[src/rtl/data_record_gen.sv]
// -----------------------------------------------------------------------------
// data_record_gen
//   Transmit-side framer for the ETROC2 readout record stream. Each accepted
//   event is sent as a header, its data words and a CRC8-protected trailer;
//   idle words fill the gaps between frames. One 40-bit record per clock.
//
//   Ports:
//     clk            40 MHz clock
//     reset          synchronous, active-low reset
//     evtValid/evtReady        event descriptor handshake
//     evtBCID, evtL1Status, evtSEU, evtHasHits   event descriptor fields
//     hitValid, hitData, hitLast   hit stream from the L1 buffer
//     hitRead        hit consumed this cycle (combinational)
//     dataRecord     registered 40-bit record stream
//     frameCount     trailers emitted (wraps)
//     underrunCount  frames truncated by a hit underrun (wraps)
//     injErr         trailer error injection, present only when the macro
//                    DATA_RECORD_GEN_ERRINJ_EN is defined
//
//   CHIPID must not be 17'h0F170 or 17'h0F172 (header/idle marker aliases).
//   CRC8: polynomial 0x2F, zero init, non-reflected, MSB first, computed as
//   the plain remainder so that the residue over header..trailer is zero.
// -----------------------------------------------------------------------------
module data_record_gen #(
    parameter logic [16:0] CHIPID = 17'h1B0E5
) (
    input  logic        clk,
    input  logic        reset,
    input  logic        evtValid,
    output logic        evtReady,
    input  logic [11:0] evtBCID,
    input  logic [1:0]  evtL1Status,
    input  logic        evtSEU,
    input  logic        evtHasHits,
    input  logic        hitValid,
    input  logic [38:0] hitData,
    input  logic        hitLast,
    output logic        hitRead,
    output logic [39:0] dataRecord,
    output logic [19:0] frameCount,
    output logic [15:0] underrunCount
`ifdef DATA_RECORD_GEN_ERRINJ_EN
    ,
    input  logic [1:0]  injErr
`endif
);

    localparam logic [1:0]  ST_IDLE   = 2'd0;
    localparam logic [1:0]  ST_DATA   = 2'd1;
    localparam logic [1:0]  ST_TRAIL  = 2'd2;
    localparam logic [1:0]  ST_DRAIN  = 2'd3;

    localparam logic [39:0] IDLE_WORD = {16'h3C5C, 2'b10, 22'h2AAAAA};
    localparam logic [7:0]  CRC_POLY  = 8'h2F;

    // Remainder-form CRC8: each message bit is shifted in at the bottom.
    function automatic logic [7:0] crc8_word(input logic [7:0] crc_in,
                                             input logic [39:0] word);
        logic [7:0] c;
        logic       fb;
        c = crc_in;
        for (int i = 39; i >= 0; i--) begin
            fb = c[7];
            c  = {c[6:0], word[i]};
            if (fb) begin
                c = c ^ CRC_POLY;
            end else begin
                c = c;
            end
        end
        return c;
    endfunction

    // Trailer with its CRC over the zero-padded word; inj bit 1 bumps the
    // emitted count (CRC covers the bumped value), bit 0 flips CRC[0].
    function automatic logic [39:0] make_trailer(input logic [7:0] crc_run,
                                                 input logic [1:0] status,
                                                 input logic       seu,
                                                 input logic       trunc,
                                                 input logic [7:0] cnt,
                                                 input logic [1:0] inj);
        logic [39:0] t;
        t = {1'b0, CHIPID, status, seu, trunc, 2'b00,
             cnt + {7'd0, inj[1]}, 8'h00};
        t[7:0] = crc8_word(crc_run, t) ^ {7'd0, inj[0]};
        return t;
    endfunction

    logic [1:0]  state_r, state_n;
    logic [9:0]  evt_num_r, evt_num_n;
    logic [7:0]  crc_r, crc_n;
    logic [7:0]  hit_cnt_r, hit_cnt_n;
    logic        pend_r, pend_n;
    logic        gap_r, gap_n;
    logic [1:0]  status_r, status_n;
    logic        seu_r, seu_n;
    logic [39:0] rec_n;
    logic [19:0] frames_n;
    logic [15:0] under_n;
    logic [39:0] header_s;
    logic [39:0] data_word_s;
    logic [7:0]  hit_cnt_inc_s;
    logic [1:0]  inj_s;

`ifdef DATA_RECORD_GEN_ERRINJ_EN
    assign inj_s = injErr;
`else
    assign inj_s = 2'b00;
`endif

    assign header_s      = {16'h3C5C, 2'b00, evt_num_r, evtBCID};
    assign data_word_s   = {1'b1, hitData};
    assign hit_cnt_inc_s = hit_cnt_r + 8'd1;

    // Handshake outputs. gap_r holds off acceptance for the single idle
    // cycle that must follow a trailer emitted straight into IDLE.
    always_comb begin
        if (reset && (state_r == ST_IDLE) && !gap_r) begin
            evtReady = 1'b1;
        end else begin
            evtReady = 1'b0;
        end
        if (reset && hitValid && ((state_r == ST_DATA) || (state_r == ST_DRAIN))) begin
            hitRead = 1'b1;
        end else begin
            hitRead = 1'b0;
        end
    end

    // Next-state and next-record computation for the framer.
    always_comb begin
        state_n   = state_r;
        evt_num_n = evt_num_r;
        crc_n     = crc_r;
        hit_cnt_n = hit_cnt_r;
        pend_n    = pend_r;
        gap_n     = 1'b0;
        status_n  = status_r;
        seu_n     = seu_r;
        rec_n     = IDLE_WORD;
        frames_n  = frameCount;
        under_n   = underrunCount;
        case (state_r)
            ST_IDLE: begin
                if (evtValid && !gap_r) begin
                    rec_n     = header_s;
                    evt_num_n = evt_num_r + 10'd1;
                    status_n  = evtL1Status;
                    seu_n     = evtSEU;
                    hit_cnt_n = 8'd0;
                    crc_n     = crc8_word(8'h00, header_s);
                    // Overflow/full events never emit hits; queued hits
                    // are drained after the trailer instead.
                    if (evtHasHits && !evtL1Status[1]) begin
                        state_n = ST_DATA;
                        pend_n  = 1'b0;
                    end else begin
                        state_n = ST_TRAIL;
                        pend_n  = evtHasHits;
                    end
                end else begin
                    rec_n = IDLE_WORD;
                end
            end
            ST_DATA: begin
                if (hitValid) begin
                    rec_n     = data_word_s;
                    crc_n     = crc8_word(crc_r, data_word_s);
                    hit_cnt_n = hit_cnt_inc_s;
                    if (hitLast) begin
                        state_n = ST_TRAIL;
                        pend_n  = 1'b0;
                    end else if (hit_cnt_inc_s == 8'd255) begin
                        state_n = ST_TRAIL;
                        pend_n  = 1'b1;
                    end else begin
                        state_n = ST_DATA;
                    end
                end else begin
                    // Underrun: close the frame now, flag it truncated.
                    rec_n    = make_trailer(crc_r, status_r, seu_r, 1'b1, hit_cnt_r, inj_s);
                    crc_n    = 8'h00;
                    pend_n   = 1'b1;
                    frames_n = frameCount + 20'd1;
                    under_n  = underrunCount + 16'd1;
                    state_n  = ST_DRAIN;
                end
            end
            ST_TRAIL: begin
                rec_n    = make_trailer(crc_r, status_r, seu_r, 1'b0, hit_cnt_r, inj_s);
                crc_n    = 8'h00;
                frames_n = frameCount + 20'd1;
                if (pend_r) begin
                    state_n = ST_DRAIN;
                end else begin
                    state_n = ST_IDLE;
                    gap_n   = 1'b1;
                end
            end
            ST_DRAIN: begin
                rec_n = IDLE_WORD;
                if (hitValid && hitLast) begin
                    state_n = ST_IDLE;
                    pend_n  = 1'b0;
                end else begin
                    state_n = ST_DRAIN;
                end
            end
            default: begin
                state_n = ST_IDLE;
            end
        endcase
    end

    // State and output registers with synchronous active-low reset.
    always_ff @(posedge clk) begin
        if (!reset) begin
            state_r       <= ST_IDLE;
            evt_num_r     <= 10'd0;
            crc_r         <= 8'h00;
            hit_cnt_r     <= 8'd0;
            pend_r        <= 1'b0;
            gap_r         <= 1'b0;
            status_r      <= 2'b00;
            seu_r         <= 1'b0;
            dataRecord    <= IDLE_WORD;
            frameCount    <= 20'd0;
            underrunCount <= 16'd0;
        end else begin
            state_r       <= state_n;
            evt_num_r     <= evt_num_n;
            crc_r         <= crc_n;
            hit_cnt_r     <= hit_cnt_n;
            pend_r        <= pend_n;
            gap_r         <= gap_n;
            status_r      <= status_n;
            seu_r         <= seu_n;
            dataRecord    <= rec_n;
            frameCount    <= frames_n;
            underrunCount <= under_n;
        end
    end

endmodule
[config.mk]
export PLATFORM = sky130hd
export DESIGN_NAME = data_record_gen
export DESIGN_NICKNAME = d
export VERILOG_FILES = /design/src/rtl/data_record_gen.sv
export SDC_FILE = /design/constraint.sdc
export NUM_CORES = 1
export LEC_CHECK = 0
export ABC_AREA = 0
export CAP_MARGIN = 20
export CORE_ASPECT_RATIO = 0.9
export CORE_MARGIN = 1
export CORE_UTILIZATION = 35
export CTS_BUF_LIST = sky130_fd_sc_hd__clkbuf_4
export DETAILED_ROUTE_END_ITERATION = 16
export REMOVE_ABC_BUFFERS = 1
export SLEW_MARGIN = 20
export SYNTH_ARGS = -nofsm -noshare
export SYNTH_HDL_FRONTEND = slang
export SYNTH_SLANG_ARGS = --single-unit
[constraint.sdc]
create_clock -name clk -period 4.1 [get_ports clk]
set_input_delay 0.615 -clock clk [delete_from_list [all_inputs] [get_ports clk]]
set_output_delay 0.615 -clock clk [all_outputs]
set_load 0.1 [all_outputs]
==> flow_metrics.tcl, run 1 <==
set metrics [dict create \
    run_status "finished, final reports clean" \
    hold_end "gap_r$_SDFF_PN0_" \
    antenna_found_initial 1 \
    hold_path_class "flip-flop to flip-flop" \
    postSynthRegisterBits 109 \
    floorplan.core_area_um2 20300 \
    arrival_ns 4.21 \
    place.port_buffers 137 \
    track_usage_pct 21.0 \
    synth_top_flop_cell "sky130_fd_sc_hd__dfxtp_1" \
    tns_ns 0 \
    slew-limit-headroom_pct 29.7 \
    worst-setup-path-type "flip-flop to flip-flop" \
    critPathCaptureType "flip-flop" \
    total_vias_in_the_final_route 5934 \
    final_layout_size_suffix_gt1_share_pct 8.47 \
    synth.top_cells.by_area "sky130_fd_sc_hd__dfxtp_1 30%, sky130_fd_sc_hd__xnor2_1 15%, sky130_fd_sc_hd__xnor3_1 9.5%" \
    finalMaxSlewViolations 0 \
    crit_path_cell_trace "xor2_2 > xnor3_2 > xnor3_1 > xor2_1 > xnor3_2 > xnor3_1 > xor3_2 > or3_1 > o311ai_1" \
    die-area_um2 21600 \
    r2r_slack_ns 0.31 \
    timing.hold.worst.start "pend_r$_SDFFE_PN0P_" \
    multi_input_area_um2 4930 \
    final.period_utilization_pct 92.4 \
    drc 0 \
    cp_max_fo 4 \
    chipWidth_um 155 \
    area.growth.synth_to_final_pct 26.5 \
    numCtsBuffers 9 \
    dpl.hpwl_um 17300 \
    fillerInstances 1968 \
    synth-warning-count 0 \
    io_pins 138 \
    global_route.overflow_total 0 \
    final-setup-viol-count 0 \
    tritoncts "built" \
    route.final.wire_length_um 21800 \
    cts_hold_buffers 0 \
    rr_startpoint "crc_r[4]$_SDFFE_PN0P_" \
    yosys.cell_count.top_type "sky130_fd_sc_hd__xnor2_1" \
    cp_slowest_stage_delay_ns 0.58 \
    htreeDepth 3 \
    synth_cell_type_count 53 \
    drt_first_pass_iters 7 \
    routabilityCongestion 0.857 \
    vias_per_cell 4.94 \
    maximum_achievable_frequency_mhz 264 \
    clock_tree.root_cell "sky130_fd_sc_hd__clkbuf_4" \
    slew_at_the_pin_closest_to_its_max_slew_limit_ns 1.05 \
    synthArstFlopShare_pct 0 \
    netlist_instances 780 \
    synth.largest_area_cell "sky130_fd_sc_hd__dfxtp_1" \
    floorplan.initialDensity_pct 36.3 \
    required_ns 4.52 \
    cp_slowest_cell "sky130_fd_sc_hd__dfxtp_1" \
    first_global_vias 5734 \
    rsz0062_at_grt "false" \
    postCtsSetupRepairBufs 0 \
    reg2regPathDepth 9 \
    place_ws_ns -0.0917 \
    synthesis.area_um2 7370 \
    fin_worst_skew_ns 0.0218 \
    maximum_number_of_pins_on_one_net_before_global_route_repair 24 \
    setup_ws_ns 0.312 \
    yosysTopAreaCellShare_pct 29.6 \
    timing.final.crit_period_ns 3.79 \
    num-nets-final 987 \
    cts_resized 0 \
    final_antenna_net_count 0 \
    synth-seq-area-share_pct 29.6 \
    total_count_of_hold_check_failures_in_the_final_report 0 \
    clock_latency_ns 0.52 \
    grt_first_pass_wirelength_um 33900 \
    die-height_um 140 \
    whs_path_depth 1 \
    timing.rr.end "crc_r[3]$_SDFFE_PN0P_" \
    number_of_flops_mapped_to_enable_cells_by_yosys 0 \
    register_area_um2 2180 \
    avgRoutedWirePerCell_um 18.2 \
    worst_setup_path_start_kind "flip-flop" \
    drt_first_iter_violations 480 \
    cts_max_path_buffers 2 \
    yosys-top-cells-count "123 x sky130_fd_sc_hd__xnor2_1, 109 x sky130_fd_sc_hd__dfxtp_1, 76 x sky130_fd_sc_hd__nor2_1" \
    worst_setup_hold_path_clk_slew_ns 0.18 \
    cts.sinks 109 \
    whs_ns 0.510 \
    drv.max_cap_violation_count 0 \
    row_count 49 \
    synth_area_per_cell_um2 9.45 \
]
==> logic make-up after synthesis <==
kind of cell	Yosys count	synth area share (%)
simple gates	223	14.0
buf+inv	62	3.53
xor+xnor	249	40.2
mux	3	0.407
fa+ha+maj	11	1.87
flops	109	29.6
compound gates	123	10.4
==> how the worst max path moves through the flow <==
stage / cells after the start / startpoint / slack, ns / end
final: 9 / crc_r[4]$_SDFFE_PN0P_ / 0.31 / crc_r[3]$_SDFFE_PN0P_
after global routing: 9 / crc_r[5]$_SDFFE_PN0P_ / 0.13 / crc_r[3]$_SDFFE_PN0P_
after CTS: 9 / crc_r[4]$_SDFFE_PN0P_ / 0.31 / crc_r[3]$_SDFFE_PN0P_
after detailed placement: 10 / hitData[33] / -0.09 / crc_r[3]$_SDFFE_PN0P_
after global placement: 10 / hitData[33] / -0.02 / crc_r[3]$_SDFFE_PN0P_
after floorplan: 2 / reset / -0.09 / evtReady
==> sequential cells by signal (all words and copies together) (netlist names), 2 cells and up <==
register       cells
state_r            2
dataRecord        40
evt_num_r         10
frameCount        20
crc_r              8
underrunCount     16
status_r           2
hit_cnt_r          8
==> final cells by class <==
class	instances	share of cell area [%]
antenna	1	0.0268
clock inverter	6	0.832
inverter	15	0.604
multi-input combinational	609	52.8
tap	280	3.76
sequential	109	23.4
clock buffer	10	0.805
timing repair buffer	172	17.7
==> layer usage <==
metal	wire, um	share of wire (%)	track usage (%)	vias up
li1	-	-	-	2895
met1	10500	48	30.0	2820
met2	9740	45	32.4	202
met3	1340	6.1	4.33	17
met4	225	1.0	4.17	0
met5	0	0	0	-
==> cell usage in the layout (no fill, tap or decap), drive strengths merged, types with 2 or more instances in the layout <==
cell and n:
clkdlybuf4s50 135, xnor2 130, dfxtp 109, nor2 76, xor2 71, nand2 62
o21ai 44, xnor3 41, buf 37, a21oi 33, nand3 18, inv 18
and3 15, a221oi 14, nand4 11, ha 11, clkbuf 10, and2 8
xor3 7, or3 6, nand2b 6, nor3b 5, nor3 5, o21a 5
nor2b 5, a22oi 4, o221ai 4, o211a 4, mux2i 3, or2 3
a32oi 3, a211oi 2, a31oi 2
==> metrics by stage <==
stage               area (um2)  instances  utilization [%]
floorplan                 7170        733                -
global placement          9170       1185             45.2
detailed placement        9170       1185             45.2
CTS                       9320       1201             45.9
global route              9330       1202             46.0
finish                    9330       1202             46.0
==> critical path, delay by kind of cell (launching register included) <==
family | cells | cell delay (ns)
compound gates | 1 | 0.08
simple gates | 1 | 0.38
xor+xnor | 7 | 2.67
flops | 1 | 0.58
Power of run 1 is left out: the tool's default activity adds up to more than one toggle a clock period on the data nets, which glitch-free logic cannot reach.
==> run 2, diff against run 1 <==
- CAP_MARGIN: 20 -> unset
- clock period: 4.1 -> 3.4 ns (I/O delays scaled with it)
==> flow_metrics.tcl, run 2 (same netlist as run 1, synthesis figures left out) <==
set metrics [dict create \
    run_status "finished with violations" \
    failed_checks "negative setup slack" \
    worst_setup_hold_path_clk_slew_ns 0.17 \
    maximum_number_of_pins_on_one_net_before_global_route_repair 30 \
    grt_first_pass_wirelength_um 35200 \
    rsz0062_at_grt "true" \
    avgRoutedWirePerCell_um 18.1 \
    route.final.wire_length_um 23200 \
    drt_first_pass_iters 6 \
    largest_register_ffs 40 \
    cts.sinks 109 \
    chipWidth_um 155 \
    vias_per_cell 4.93 \
    slew-limit-headroom_pct 30.1 \
    die-area_um2 21600 \
    final_common_cell "sky130_fd_sc_hd__clkdlybuf4s50_1" \
    floorplan.initialDensity_pct 36.3 \
    io_pins 138 \
    track_usage_pct 21.7 \
    worst-setup-path-type "flip-flop to flip-flop" \
    final.period_utilization_pct 102 \
    reg.largest.list "dataRecord (40), frameCount (20), underrunCount (16)" \
    cts_max_path_buffers 2 \
    final_antenna_net_count 0 \
    cp_max_fo 2 \
    area.growth.synth_to_final_pct 40.4 \
    final-setup-viol-count 3 \
    max_flop_register "dataRecord" \
    total_count_of_hold_check_failures_in_the_final_report 0 \
    clock_latency_ns 0.50 \
    critPathCaptureType "flip-flop" \
    global_route.overflow_total 0 \
    slew_at_the_pin_closest_to_its_max_slew_limit_ns 1.05 \
    die-height_um 140 \
    fillerInstances 1906 \
    hold_path_class "flip-flop to flip-flop" \
    floorplan.core_area_um2 20300 \
    htreeDepth 3 \
    drv.max_cap_violation_count 0 \
    most-common-layout-cells "130 x sky130_fd_sc_hd__clkdlybuf4s50_1, 107 x sky130_fd_sc_hd__buf_4, 105 x sky130_fd_sc_hd__xnor2_1, 101 x sky130_fd_sc_hd__dfxtp_1, 76 x sky130_fd_sc_hd__nor2_1" \
    first_global_vias 6136 \
    numCtsBuffers 9 \
    setup_ws_ns -0.0576 \
    drt_first_iter_violations 422 \
    place.port_buffers 137 \
    register_area_um2 2200 \
    num-nets-final 1071 \
    antenna_found_initial 1 \
    total_vias_in_the_final_route 6339 \
    required_ns 3.85 \
    worst_setup_path_start_kind "flip-flop" \
    fin_worst_skew_ns 0.0168 \
    tritoncts "built" \
    arrival_ns 3.91 \
    row_count 49 \
    multi_input_area_um2 5240 \
    drc 0 \
    clock_tree.root_cell "sky130_fd_sc_hd__clkbuf_4" \
    finalMaxSlewViolations 0 \
    place_ws_ns -0.667 \
    maximum_achievable_frequency_mhz 289 \
    routabilityCongestion 0.881 \
    dpl.hpwl_um 18100 \
    cts_hold_buffers 0 \
    final_layout_size_suffix_gt1_share_pct 20.6 \
    timing.final.crit_period_ns 3.46 \
]
## run 2: stage by stage
| step | util (%) | area (um2) | hold slack, ns | TNS (ns) | cells |
|---|---|---|---|---|---|
| floorplan | - | 7170 | 0.427 | -1.26 | 733 |
| global placement | 47.5 | 9630 | 0.465 | -3.32 | 1245 |
| detailed placement | 47.5 | 9630 | 0.470 | -3.96 | 1245 |
| CTS | 49.5 | 10100 | 0.498 | -0.0144 | 1275 |
| global route | 51.0 | 10300 | 0.479 | -0.618 | 1285 |
| finish | 51.0 | 10300 | 0.496 | -0.139 | 1285 |
## run 2: repair_timing
action                                 CTS  global route
setup endpoints to repair                6             6
pin swaps                               39            41
buffers inserted                        15            12
gates resized for setup                 33            41
endpoints found under the hold margin    0             0
## run 2: final timing paths
| check | from | endpoint | slack (ns) | cells after the start |
|---|---|---|---|---|
| max | crc_r[6]$_SDFFE_PN0P_ | crc_r[7]$_SDFFE_PN0P_ | -0.06 | 12 |
| min | pend_r$_SDFFE_PN0P_ | gap_r$_SDFF_PN0_ | 0.50 | 1 |
| max reg2reg | crc_r[6]$_SDFFE_PN0P_ | crc_r[7]$_SDFFE_PN0P_ | -0.06 | 12 |
| min reg2reg | pend_r$_SDFFE_PN0P_ | gap_r$_SDFF_PN0_ | 0.50 | 1 |
## run 2: per-layer routing
metal	GRT usage (%)	routed length, um
met1	30.2	10800
met2	33.3	10400
met3	4.52	1560
met4	6.93	541
met5	0	0
## run 2: final cells by class
type | count | area share, %
clock inverter | 6 | 0.665
inverter | 15 | 0.544
tap | 280 | 3.39
antenna | 1 | 0.0242
multi-input combinational | 609 | 50.7
timing repair buffer | 256 | 22.8
sequential | 109 | 21.2
clock buffer | 9 | 0.653
## run 2: worst max-delay path, stage by stage (launching register included)
cell and delay, ns:
sky130_fd_sc_hd__dfxtp_2 0.36, sky130_fd_sc_hd__buf_4 0.10, sky130_fd_sc_hd__buf_6 0.11, sky130_fd_sc_hd__xnor3_2 0.47, sky130_fd_sc_hd__buf_4 0.16, sky130_fd_sc_hd__xor3_2 0.28, sky130_fd_sc_hd__xnor2_4 0.18, sky130_fd_sc_hd__xnor3_1 0.37
sky130_fd_sc_hd__xnor3_1 0.40, sky130_fd_sc_hd__xor2_2 0.19, sky130_fd_sc_hd__xnor3_1 0.44, sky130_fd_sc_hd__o221ai_2 0.19, sky130_fd_sc_hd__o211a_1 0.16
Power of run 2 is left out for the same reason.
